File: config.mk
export PLATFORM = sky130hd
export DESIGN_NAME = rgb_input_conditioner
export DESIGN_NICKNAME = d
export VERILOG_FILES = /design/src/rtl/rgb_input_conditioner.sv
export SDC_FILE = /design/constraint.sdc
export NUM_CORES = 1
export LEC_CHECK = 0
export BUFFER_PORTS_ARGS = -buffer_cell sky130_fd_sc_hd__buf_2
export CORE_UTILIZATION = 45
export CTS_CLUSTER_SIZE = 28
export DETAILED_ROUTE_END_ITERATION = 6
export GPL_TIMING_DRIVEN = 0
export SYNTH_ARGS = -nofsm -noshare
export SYNTH_HDL_FRONTEND = slang
export SYNTH_SLANG_ARGS = --single-unit
File: constraint.sdc
create_clock -name clk -period 3.3 [get_ports clk]
set_clock_uncertainty 0.15 [all_clocks]
set_input_delay 0.33 -clock clk [delete_from_list [all_inputs] [get_ports clk]]
set_output_delay 0.33 -clock clk [all_outputs]
set_load 0.005 [all_outputs]
File: src/rtl/rgb_input_conditioner.sv
// rgb_input_conditioner
// Synchronizes and debounces the two slide switches and four push buttons
// feeding the RGB decoder. Produces the clean decoder code
// {sw_db[1], sw_db[0], bit0} with a one-cycle change strobe, plus a
// one-cycle press pulse per button on each debounced rising edge.
//
// Optional build macro: RGB_BTN_TOGGLE_EN
//   undefined : code[0] follows the debounced level of btn[0]
//   defined   : code[0] is a toggle register flipped by each btn[0] press
module rgb_input_conditioner #(
    parameter int unsigned DEBOUNCE_CYCLES = 32'd1250000
) (
    input  logic       clk,
    input  logic       rst,
    input  logic [1:0] sw,
    input  logic [3:0] btn,
    output logic [2:0] code,
    output logic       code_valid,
    output logic [1:0] sw_db,
    output logic [3:0] btn_db,
    output logic [3:0] btn_press
);

    localparam int unsigned CNT_W = $clog2(DEBOUNCE_CYCLES + 32'd1);
    localparam int unsigned NBITS = 32'd6;
    localparam logic [CNT_W-1:0] CNT_LAST = CNT_W'(DEBOUNCE_CYCLES - 32'd1);
    localparam logic [CNT_W-1:0] CNT_ZERO = {CNT_W{1'b0}};

    // Bit map of the conditioned vector: [1:0] = sw, [5:2] = btn
    logic [NBITS-1:0] raw_s;
    logic [NBITS-1:0] sync1_r;
    logic [NBITS-1:0] sync2_r;
    logic [NBITS-1:0] db_r;
    logic [NBITS-1:0] db_next_s;
    logic [CNT_W-1:0] cnt_r      [NBITS];
    logic [CNT_W-1:0] cnt_next_s [NBITS];

    logic [3:0] press_next_s;
    logic       bit0_next_s;
    logic [2:0] code_next_s;
    logic [2:0] code_r;
    logic       code_valid_r;
    logic [3:0] btn_press_r;

`ifdef RGB_BTN_TOGGLE_EN
    logic       toggle_r;
    logic       toggle_next_s;
`endif

    assign raw_s = {btn, sw};

    // Per-bit debounce next state: count consecutive mismatch cycles, commit after DEBOUNCE_CYCLES
    always_comb begin
        for (int i = 0; i < NBITS; i++) begin
            db_next_s[i]  = db_r[i];
            cnt_next_s[i] = CNT_ZERO;
            if (sync2_r[i] == db_r[i]) begin
                // matching sample (stable or a bounce) restarts the count
                cnt_next_s[i] = CNT_ZERO;
            end else if (cnt_r[i] >= CNT_LAST) begin
                // >= rather than == so a corrupted counter can never run past the limit
                db_next_s[i]  = sync2_r[i];
                cnt_next_s[i] = CNT_ZERO;
            end else begin
                cnt_next_s[i] = cnt_r[i] + CNT_W'(1);
            end
        end
    end

    // Decoder code, press pulses and toggle computed from next-state debounced levels
    always_comb begin
        press_next_s = db_next_s[5:2] & ~db_r[5:2];
`ifdef RGB_BTN_TOGGLE_EN
        toggle_next_s = toggle_r ^ press_next_s[0];
        bit0_next_s   = toggle_next_s;
`else
        bit0_next_s   = db_next_s[2];
`endif
        code_next_s = {db_next_s[1], db_next_s[0], bit0_next_s};
    end

    // State and registered outputs; code, levels and pulses all update on the same edge
    always_ff @(posedge clk) begin
        if (rst) begin
            sync1_r      <= {NBITS{1'b0}};
            sync2_r      <= {NBITS{1'b0}};
            db_r         <= {NBITS{1'b0}};
            code_r       <= 3'b000;
            code_valid_r <= 1'b0;
            btn_press_r  <= 4'b0000;
            for (int i = 0; i < NBITS; i++) begin
                cnt_r[i] <= CNT_ZERO;
            end
`ifdef RGB_BTN_TOGGLE_EN
            toggle_r     <= 1'b0;
`endif
        end else begin
            sync1_r      <= raw_s;
            sync2_r      <= sync1_r;
            db_r         <= db_next_s;
            code_r       <= code_next_s;
            code_valid_r <= (code_next_s != code_r);
            btn_press_r  <= press_next_s;
            for (int i = 0; i < NBITS; i++) begin
                cnt_r[i] <= cnt_next_s[i];
            end
`ifdef RGB_BTN_TOGGLE_EN
            toggle_r     <= toggle_next_s;
`endif
        end
    end

    assign code       = code_r;
    assign code_valid = code_valid_r;
    assign sw_db      = db_r[1:0];
    assign btn_db     = db_r[5:2];
    assign btn_press  = btn_press_r;

endmodule

== Word level (Yosys, flattened, before mapping) ==
Memory sizes are Yosys's and may differ from the RTL's.
Index checks and enable logic that the tools add are counted.

* Flip-flop bits (word level): 26
* Latch bits: 0
* RAM bits: 126
* Bits in read-only memories: 0
* Input port bits: 8
* Output and inout port bits: 14
* Word-level logic and storage cells: 67
* Memories kept: 1

{| class="wikitable"
|+ Memory list
! memory !! words !! width !! read ports !! clocked after memory_dff !! wr ports !! line !! RTL
|-
| cnt_r || 6 || 21 || 6 || 0 || 6 || 35 || <nowiki>logic [CNT_W-1:0] cnt_r [NBITS];</nowiki>
|}

* Add/sub/neg operators: 6
* Multiply operators: 0
* Div/mod/pow operators: 0
* Order comparisons: 6
* Eq/ne operators: 7
* Shift operators: 0
* Multiplexer cells: 33
* Bitwise operators: 8
* Reduce and logical (&&, ||, !) cells: 0

{| class="wikitable"
|+ Operators by type and width
! operator !! number
|-
| $mux 21 || 18
|-
| $add 21x1->21 const B || 6
|-
| $ge 21x21->1 const B || 6
|-
| $mux 1 || 15
|-
| $eq 1x1->1 || 6
|-
| $or 1x1->1 || 6
|-
| $and 4x4->4 || 1
|-
| $not 4->4 || 1
|-
| $ne 3x3->1 || 1
|}

== Depth between registers and ports, before layout ==
Gate-level depths: netlist (run 1).

* Depth after elaboration: 4
* Depth in mapped cells: 10
* Gate-level depth less buffers: 9

== Worst setup path after synthesis (run 1) ==
No wires, ideal clock.

* Path type: register -> register
* From: memory cnt_r[2][0] in the netlist's numbering
* To: register code_valid_r, in the netlist code_valid
* Library setup time: 0.122 ns
* Arrival time: 2.001 ns
* Data required time: 3.028 ns
* Path slack: 1.027 ns
* Stages on the path, launching flop included: 10
* Path buffers: 1
* Clock period less this slack: 2.273 ns
* Path through: dfxtp_1 -> ha_1 -> and3_1 -> clkbuf_1 -> nand4_1 -> a311oi_2 -> o31ai_1 -> ha_1 -> nor2_1 -> a221o_1

{| class="wikitable"
|+ RTL lines
! what !! line !! RTL
|-
| from (decl) || 35 ||
|-
| to (signal assigned) || 102 || <nowiki>code_valid_r <= (code_next_s != code_r);</nowiki>
|-
| to (decl) || 42 || <nowiki>logic code_valid_r;</nowiki>
|}

==> flow_metrics.py, run 1 <==
metrics = {
    "drt": {
        "dr.pass1.iters": 4,
        "vias_per_cell": 5.173,
        "initialDrtViolationCount": 295,
        "drc": 0,
        "wirelength_um": 12860,
        "antenna_left": 0,
        "wire_per_inst_um": 12.74,
        "vias": 5225,
    },
    "finish": {
        "n_fill_cell": 1339,
        "design_area_um2": 7631,
        "seq_area_um2": 2983,
        "syn_to_final_growth_pct": 15.05,
        "final_cells": 1010,
        "drive_gt1_share_pct": 8.838,
        "nets": 828,
        "multiInputGateArea_um2": 3435,
        "diodes": 0,
        "utilization_pct": 52.70,
    },
    "synth": {
        "synth_edf_count": 0,
        "synth_warnings": 0,
        "netlist_instances": 768,
        "dominantRegCellSynth": "dfxtp_1",
        "netlist.area_leader.share_pct": 44.97,
        "synth_area_um2": 6633,
        "synth.area.top_cells": "dfxtp_1, xor2_1, nor2_1",
        "synth-seq-cells": 149,
        "synth.distinct_cells": 53,
        "synth_common_cells": "dfxtp_1, nor2_1, xor2_1",
        "synth_nets": 783,
        "yosysMostFrequentCell": "dfxtp_1",
        "synthArstFlopShare_pct": 0,
        "ys_seq_area_share_pct": 44.97,
        "synth.largest_area_cell": "dfxtp_1",
        "syn_avg_cell_area_um2": 8.636,
    },
    "sta": {
        "period_share_pct": 77.77,
        "max-slew-margin-rel_pct": 29.31,
        "finalSetupTns_ns": 0,
        "min_period_ns": 2.566,
        "finalMaxSlewViolations": 0,
        "rsz0062_at_grt": "no",
        "tightest_slew_ns": 1.051,
        "fmax_mhz": 389.7,
        "hold_viol_final": 0,
        "setup_viol": 0,
    },
    "setup_path": {
        "path_delay_family": "compound AO/OA/AOI/OAI gates",
        "worst_setup_path_start_kind": "register",
        "endpoint_kind": "register",
        "worst-path-buf-inv": 1,
        "cp_cell_sequence": "ha_1 -> and3_1 -> clkbuf_1 -> nand4_1 -> a311oi_2 -> o31ai_1 -> ha_1 -> nor2_1 -> a221o_1",
        "critPathArrivalTime_ns": 2.72,
        "cp_common_cell": "ha_1",
        "cp_slowest_cell": "a311oi_2",
        "path_class": "register to register",
        "r2r_setup_slack_ns": 0.73,
        "required_ns": 3.45,
        "cp_max_fo": 6,
        "max_stage_delay_ns": 0.42,
    },
    "floorplanning": {
        "die_area_um2": 15230,
        "row_count": 44,
        "die_w_um": 123.4,
        "core_um2": 14480,
        "num_io_pins": 22,
        "fp.dieH_um": 123.4,
        "start_util_pct": 45.81,
    },
    "placed_design": {
        "routabilityCongestion": 0.8260,
        "placed_area_um2": 6968,
        "port_buffers": 21,
        "placed_cells": 973,
        "dp_hpwl_um": 9107,
    },
    "clocking": {
        "h-tree-depth": 4,
        "clk_latency_ns": 0.42,
        "cts_buffer_depth": 2,
        "clock-root-buffer": "clkbuf_16",
        "clock_sinks": 149,
        "post_cts_buffers": 0,
        "cts_resized": 0,
        "cts_buffers": 17,
        "cts_tree": "yes",
        "hold_buffers": 5,
        "path_clk_slew_ns": 0.06,
    },
    "global_route": {
        "grt.total_usage_pct": 18.51,
        "overflow": 0,
        "antenna_found_initial": 0,
        "grt_max_degree": 17,
        "grt_pass1_vias": 4900,
        "grt_pass1_wl_um": 22150,
    },
    "power_and_ir_drop": {
        "powerDensity_nw_per_um2": 504.2,
        "leakagePower_nw": 2.527,
        "irDropWorstVdd_uv": 372.4,
    },
    "outcome": {
        "status": "finished, final reports clean",
    },
    "worst_hold_path": {
        "hp-class": "input pin to register",
    },
    "job": {
        "cap_violations": 0,
    },
}
==> per-layer routing <==
metal  vias up  global-route usage, %  share of wire (%)
li1       2715                      -                  -
met1      2424                  22.22                 47
met2        68                  31.11                 48
met3        18                  5.720                3.4
met4         0                  6.551                1.6
met5         -                      0                  0
==> layout make-up <==
type / count / area share, %
plain buffers: 32 / 2.131
clock buffers: 18 / 5.755
clock inverters: 14 / 2.279
inverters: 14 / 0.6886
multi-input cells: 573 / 45.01
flip-flops and latches: 149 / 39.09
well taps: 184 / 3.017
repair buffers: 26 / 2.033
==> power by group <==
| part | internal, mW | switching (mW) | total, mW |
|---|---|---|---|
| Combinational | 0.0198 | 0.0257 | 0.0455 |
| Sequential | 1.81 | 0.00538 | 1.81 |
| Clock | 1.22 | 0.773 | 1.99 |
| Total | 3.04 | 0.804 | 3.85 |
==> path summary, 6_finish.rpt <==
path,from,to,cells after the start
setup / recovery,cnt_r[2][0]$_SDFF_PP0_,code_valid$_SDFF_PP0_,9
hold / removal,btn[3],sync1_r[5]$_SDFF_PP0_,2
setup reg to reg,cnt_r[2][0]$_SDFF_PP0_,code_valid$_SDFF_PP0_,9
hold reg to reg,sync1_r[1]$_SDFF_PP0_,sync2_r[1]$_SDFF_PP0_,1
==> sequential cells by signal, indices dropped and copies added (netlist names) <==
| signal | cells |
|---|---|
| btn_press | 4 |
| sync2_r | 6 |
| sync1_r | 6 |
| db_r | 6 |
| cnt_r | 126 |
| code_valid | 1 |
==> cells by family after synthesis <==
family / after synthesis / synth area share [%]
AND/OR/NAND/NOR: 400 / 29.81
AO/OA/AOI/OAI: 50 / 5.301
adder cells (fa/ha/maj): 7 / 1.320
flip-flops: 149 / 44.97
XOR/XNOR: 114 / 15.05
multiplexers: 2 / 0.3018
buffers and inverters: 46 / 3.245
==> stage by stage <==
step	hold WS [ns]	power (mW)	worst slack [ns]
floorplan	0.2638	1.879	1.027
global placement	0.2678	1.894	0.7335
detailed placement	0.2749	1.895	0.7198
CTS	0.004469	3.897	0.6996
global route	0.005965	3.984	0.5251
finish	0.01668	3.847	0.7337
==> cell usage in the layout (no fill, tap or decap), drive strengths merged, types with 5 or more instances in the layout <==
master	n
nor2b	15
inv	18
nand4	25
xor2	59
a21oi	8
nor2	135
ha	7
nor3	49
nand3	55
and4	12
nand2b	8
clkbuf	40
nand2	47
o21ai	14
and2	10
dlygate4sd3	5
xnor2	55
and3	22
nor4	8
dfxtp	149
buf	31
No activity file was read; power rests on OpenSTA's default activity.
==> run 2, diff against run 1 <==
==> constraint.sdc (replaced) <==
create_clock -name clk -period 2.1 [get_ports clk]
set_clock_uncertainty 0.15 [all_clocks]
set_input_delay 0.21 -clock clk [delete_from_list [all_inputs] [get_ports clk]]
set_output_delay 0.21 -clock clk [all_outputs]
set_load 0.005 [all_outputs]
==> run 2 against run 1 <==
Net effect:
- the run now ends with negative setup slack left
- sequential cell count unchanged
- sequential power up 57%
- largest cell class unchanged
- critical path depth down 2
- largest power group unchanged
- utilization up 2.1 points
- global-route usage up 0.067 points
- critical endpoint unchanged
- setup slack worse by 0.97 ns
==> flow_metrics.py, run 2 (synthesis results as in run 1) <==
metrics = {
    "global_route": {
        "grt_max_degree": 17,
        "grt_pass1_vias": 4918,
        "grt_pass1_wl_um": 22440,
        "antenna_found_initial": 0,
        "grt.total_usage_pct": 18.58,
        "overflow": 0,
    },
    "setup_path": {
        "cp_max_fo": 5,
        "cp_cell_sequence": "nor4bb_4 -> nand4_1 -> a311oi_4 -> o31ai_2 -> ha_1 -> nor2_2 -> a221o_1",
        "max_stage_delay_ns": 0.40,
        "endpoint_kind": "register",
        "critPathArrivalTime_ns": 2.47,
        "worst_setup_path_start_kind": "register",
        "path_class": "register to register",
        "cp_slowest_cell": "a311oi_4",
        "required_ns": 2.23,
    },
    "placed_design": {
        "port_buffers": 21,
        "routabilityCongestion": 0.7934,
        "dp_hpwl_um": 9149,
        "placed_cells": 973,
    },
    "finish": {
        "largest-register": "cnt_r",
        "final_common_cell": "dfxtp_1",
        "diodes": 0,
        "drive_gt1_share_pct": 14.60,
        "final_cell_mix": "dfxtp_1, nor2_1, xor2_1, xnor2_1, nand3_1",
        "n_fill_cell": 1337,
        "largest_reg_flops": 126,
        "nets": 832,
        "syn_to_final_growth_pct": 19.71,
        "final_cells": 1013,
    },
    "drt": {
        "antenna_left": 0,
        "vias": 5296,
        "drc": 0,
        "vias_per_cell": 5.228,
        "initialDrtViolationCount": 268,
        "wire_per_inst_um": 13.30,
        "wirelength_um": 13470,
        "dr.pass1.iters": 4,
    },
    "power_and_ir_drop": {
        "seqPwrFrac_pct": 47.2,
        "leakagePower_nw": 2.644,
        "pwr-share-comb_pct": 1.4,
        "p_int_mw": 4.861,
        "irDropWorstVdd_uv": 529.5,
        "powerDensity_nw_per_um2": 758.9,
        "p_sw_share_pct": 19.32,
        "p_sw_mw": 1.164,
        "total_power_mw": 6.025,
        "clock_power_share_pct": 51.4,
    },
    "clocking": {
        "clk_latency_ns": 0.41,
        "cts_buffer_depth": 2,
        "path_clk_slew_ns": 0.06,
        "h-tree-depth": 4,
        "clock_sinks": 149,
        "clock-root-buffer": "clkbuf_16",
        "cts_tree": "yes",
        "cts_buffers": 17,
    },
    "floorplanning": {
        "die_w_um": 123.4,
        "fp.dieH_um": 123.4,
        "core_um2": 14480,
        "die_area_um2": 15230,
        "start_util_pct": 45.81,
        "row_count": 44,
        "num_io_pins": 22,
    },
    "job": {
        "cap_violations": 0,
    },
    "sta": {
        "setup_ws_ns": -0.2404,
        "period_share_pct": 111.4,
        "fmax_mhz": 427.3,
        "max-slew-margin-rel_pct": 57.72,
        "tightest_slew_ns": 0.6290,
        "hold_viol_final": 0,
        "min_period_ns": 2.340,
        "finalMaxSlewViolations": 0,
        "rsz0062_at_grt": "yes",
        "setup_viol": 22,
    },
    "outcome": {
        "status": "finished, violations left",
        "violations": "negative setup slack",
    },
    "worst_hold_path": {
        "hp-class": "input pin to register",
    },
}
-- run 2: changes by cell type in the layout (fill, tap and decap cells not counted), moves of 6 or more --
cell      previous run  this run
clkbuf_1            21        14
dfxtp_1            149       140
buf_4                3        13
dfxtp_2              0         6
-- run 2: repair_timing --
| item | 4_1_cts | 5_1_grt |
|---|---|---|
| pin swaps | 24 | 13 |
| hold buffers | 6 | 0 |
| setup endpoints to repair | 120 | 132 |
| gates cloned | 2 | 0 |
| resized for setup | 38 | 40 |
| endpoints found under the hold margin | 6 | 0 |
| buffers inserted | 4 | 1 |
-- run 2: power by group through the flow --
| stage | logic, mW | clock network [mW] | registers, mW |
|---|---|---|---|
| 3_3_place_gp | 0.0667 | 0 | 2.91 |
| 5_1_grt | 0.0922 | 3.30 | 2.85 |
| 2_1_floorplan | 0.0435 | 0 | 2.91 |
| 4_1_cts | 0.0832 | 3.18 | 2.85 |
| 3_5_place_dp | 0.0686 | 0 | 2.91 |
| 6_report | 0.0842 | 3.09 | 2.85 |
-- run 2: final cells by class --
| class | count | area (um^2) | share of cell area (%) |
|---|---|---|---|
| Clock inverter | 8 | 122.6 | 1.544 |
| Clock buffer | 23 | 488.0 | 6.146 |
| Inverter | 14 | 52.55 | 0.6618 |
| Buffer | 28 | 170.2 | 2.143 |
| Multi-Input combinational cell | 573 | 3650 | 45.97 |
| Sequential cell | 149 | 3002 | 37.80 |
| Timing Repair Buffer | 34 | 225.2 | 2.836 |
| Tap cell | 184 | 230.2 | 2.899 |
-- run 2: per-layer routing --
layer  vias up  global-route usage [%]  share of wire (%)
met5         -                       0                  0
li1       2729                       -                  -
met4         0                   6.928               0.49
met3         4                   4.197                2.0
met1      2517                   23.86                 49
met2        46                   30.31                 48
-- run 2: final timing paths --
check	to	depth (start not counted)	start	slack, ns
worst min-delay path	cnt_r[5][1]$_SDFF_PP0_	3	rst	0.08
worst max register to register	code_valid$_SDFF_PP0_	7	cnt_r[2][10]$_SDFF_PP0_	-0.24
worst min register to register	sync2_r[3]$_SDFF_PP0_	1	sync1_r[3]$_SDFF_PP0_	0.29
worst max-delay path	code_valid$_SDFF_PP0_	7	cnt_r[2][10]$_SDFF_PP0_	-0.24
-- run 2: through the flow --
step	setup WS, ns	util, %	hold slack, ns	area (um^2)	setup TNS [ns]
floorplan	-0.07789	-	0.1882	6655	-0.07789
CTS	-0.2180	53.96	0.07108	7812	-5.618
global placement	-0.3760	48.28	0.2673	6990	-14.17
global route	-0.3157	54.84	0.09365	7940	-5.230
detailed placement	-0.4032	48.28	0.2745	6990	-15.53
finish	-0.2404	54.84	0.07767	7940	-3.370
-- run 2: worst max-delay path, delay by kind of cell (launching register included) --
kind,cells,cell delay [ns]
simple gates,3,0.55
flops,1,0.37
fa+ha+maj,1,0.30
compound gates,3,0.83
==> run 3, diff against run 2 <==
--- a/config.mk
+++ b/config.mk
@@ -6,10 +6,11 @@
 export NUM_CORES = 1
 export LEC_CHECK = 0
 export BUFFER_PORTS_ARGS = -buffer_cell sky130_fd_sc_hd__buf_2
-export CORE_UTILIZATION = 45
+export CORE_UTILIZATION = 54
 export CTS_CLUSTER_SIZE = 28
 export DETAILED_ROUTE_END_ITERATION = 6
 export GPL_TIMING_DRIVEN = 0
+export PLACE_DENSITY = 0.74
 export SYNTH_ARGS = -nofsm -noshare
 export SYNTH_HDL_FRONTEND = slang
 export SYNTH_SLANG_ARGS = --single-unit
==> run 3 against run 2 <==
Net effect:
- the run still ends with negative setup slack left
- final cell count shrank 3.4%
- power is essentially flat
- final area shrank 0.93%
- register-to-register slack is essentially flat
- sequential cell count is the same
==> flow_metrics.py, run 3 (synthesis results as in run 1) <==
metrics = {
    "outcome": {
        "status": "finished, violations left",
        "violations": "negative setup slack",
    },
    "sta": {
        "setup_viol": 22,
        "rsz0062_at_grt": "yes",
        "period_share_pct": 111.0,
        "min_period_ns": 2.332,
        "fmax_mhz": 428.9,
        "tightest_slew_ns": 0.5911,
        "hold_viol_final": 0,
        "setup_ws_ns": -0.2315,
        "max-slew-margin-rel_pct": 60.27,
        "finalMaxSlewViolations": 0,
    },
    "finish": {
        "syn_to_final_growth_pct": 18.60,
        "final_cells": 979,
        "nets": 834,
        "final_cell_mix": "dfxtp_1, nor2_1, xor2_1, nand3_1, xnor2_1",
        "final_common_cell": "dfxtp_1",
        "largest-register": "cnt_r",
        "largest_reg_flops": 126,
        "diodes": 0,
        "drive_gt1_share_pct": 14.18,
    },
    "placed_design": {
        "port_buffers": 21,
        "placed_cells": 936,
        "dp_hpwl_um": 8974,
        "routabilityCongestion": 0.8516,
    },
    "global_route": {
        "grt_pass1_wl_um": 22800,
        "grt_pass1_vias": 5141,
        "grt_max_degree": 17,
        "grt.total_usage_pct": 22.51,
        "overflow": 0,
        "antenna_found_initial": 0,
    },
    "clocking": {
        "clock_sinks": 149,
        "cts_tree": "yes",
        "cts_buffers": 17,
        "clk_latency_ns": 0.43,
        "path_clk_slew_ns": 0.06,
        "clock-root-buffer": "clkbuf_16",
        "h-tree-depth": 4,
        "cts_buffer_depth": 2,
    },
    "floorplanning": {
        "core_um2": 12010,
        "num_io_pins": 22,
        "fp.dieH_um": 112.8,
        "die_w_um": 112.8,
        "die_area_um2": 12730,
        "start_util_pct": 55.22,
        "row_count": 40,
    },
    "drt": {
        "vias": 5392,
        "wirelength_um": 13520,
        "initialDrtViolationCount": 259,
        "antenna_left": 0,
        "wire_per_inst_um": 13.81,
        "vias_per_cell": 5.508,
        "dr.pass1.iters": 5,
        "drc": 0,
    },
    "setup_path": {
        "cp_max_fo": 6,
        "endpoint_kind": "register",
        "critPathArrivalTime_ns": 2.49,
        "required_ns": 2.25,
        "worst_setup_path_start_kind": "register",
        "path_class": "register to register",
    },
    "power_and_ir_drop": {
        "leakagePower_nw": 2.656,
        "total_power_mw": 6.020,
        "irDropWorstVdd_uv": 622.2,
        "powerDensity_nw_per_um2": 765.3,
    },
    "job": {
        "cap_violations": 0,
    },
    "worst_hold_path": {
        "hp-class": "input pin to register",
    },
}
==> run 3: cell count changes in the layout (fill, tap and decap cells not counted), sizes merged <==
cell | previous run | this run
inv | 14 | 15
clkbuf | 41 | 40
clkinv | 2 | 7
clkinvlp | 3 | 1
==> run 3: timing repair <==
action,CTS,global route
setup endpoints to repair,116,124
gates cloned,1,0
gates resized for setup,35,33
pin swaps,4,5
endpoints found under the hold margin,6,0
hold buffers,6,0
setup buffers,3,3
==> run 3: worst paths after layout <==
path / slack [ns] / cells past startpoint / to / startpoint
max: -0.23 / 8 / code_valid$_SDFF_PP0_ / cnt_r[2][8]$_SDFF_PP0_
min: 0.02 / 3 / cnt_r[2][8]$_SDFF_PP0_ / rst
max reg2reg: -0.23 / 8 / code_valid$_SDFF_PP0_ / cnt_r[2][8]$_SDFF_PP0_
min reg2reg: 0.29 / 1 / sync2_r[2]$_SDFF_PP0_ / sync1_r[2]$_SDFF_PP0_
==> run 3: metrics by stage <==
stage,cell area (um^2),setup TNS [ns],setup WS [ns],hold slack [ns],utilization (%)
floorplan,6655,-0.07789,-0.07789,0.1882,-
global placement,6944,-11.46,-0.3573,0.2651,57.81
detailed placement,6944,-16.71,-0.3808,0.2717,57.81
CTS,7744,-2.834,-0.1852,0.009290,64.47
global route,7866,-6.266,-0.2886,0.02063,65.49
finish,7866,-3.784,-0.2315,0.02457,65.49
==> run 3: area by class of cell <==
type / instances / area [um^2]
fill: 968 / 4145
multi-input combinational: 573 / 3608
sequential: 149 / 3000
clock buffer: 20 / 456.7
timing repair buffer: 34 / 221.5
buffer: 30 / 190.2
tap: 147 / 183.9
clock inverter: 12 / 152.6
inverter: 14 / 52.55
==> run 3: worst max-delay path: stages (launching register included) <==
cell and delay (ns):
dfxtp_2 0.35, or3_4 0.40, o221ai_2 0.21, a311oi_4 0.14, o21ai_1 0.20, o31ai_2 0.10
ha_2 0.32, nor2_1 0.04, a221o_1 0.30
==> run 3: routing by layer <==
layer,part of all wire [%],vias to the layer above,GRT usage (%)
met3,3.5,24,7.713
met5,0,-,0
met4,1.8,0,8.711
met1,45,2539,26.21
li1,-,2741,-
met2,49,88,38.15
==> run 3: report_power, final <==
group / internal (mW) / leakage, nW / switching [mW] / total (mW)
sequential: 2.84 / 1.21 / 0.00919 / 2.85
clock: 1.93 / 0.300 / 1.16 / 3.09
combinational: 0.0362 / 1.15 / 0.0435 / 0.0797
total: 4.80 / 2.66 / 1.22 / 6.02
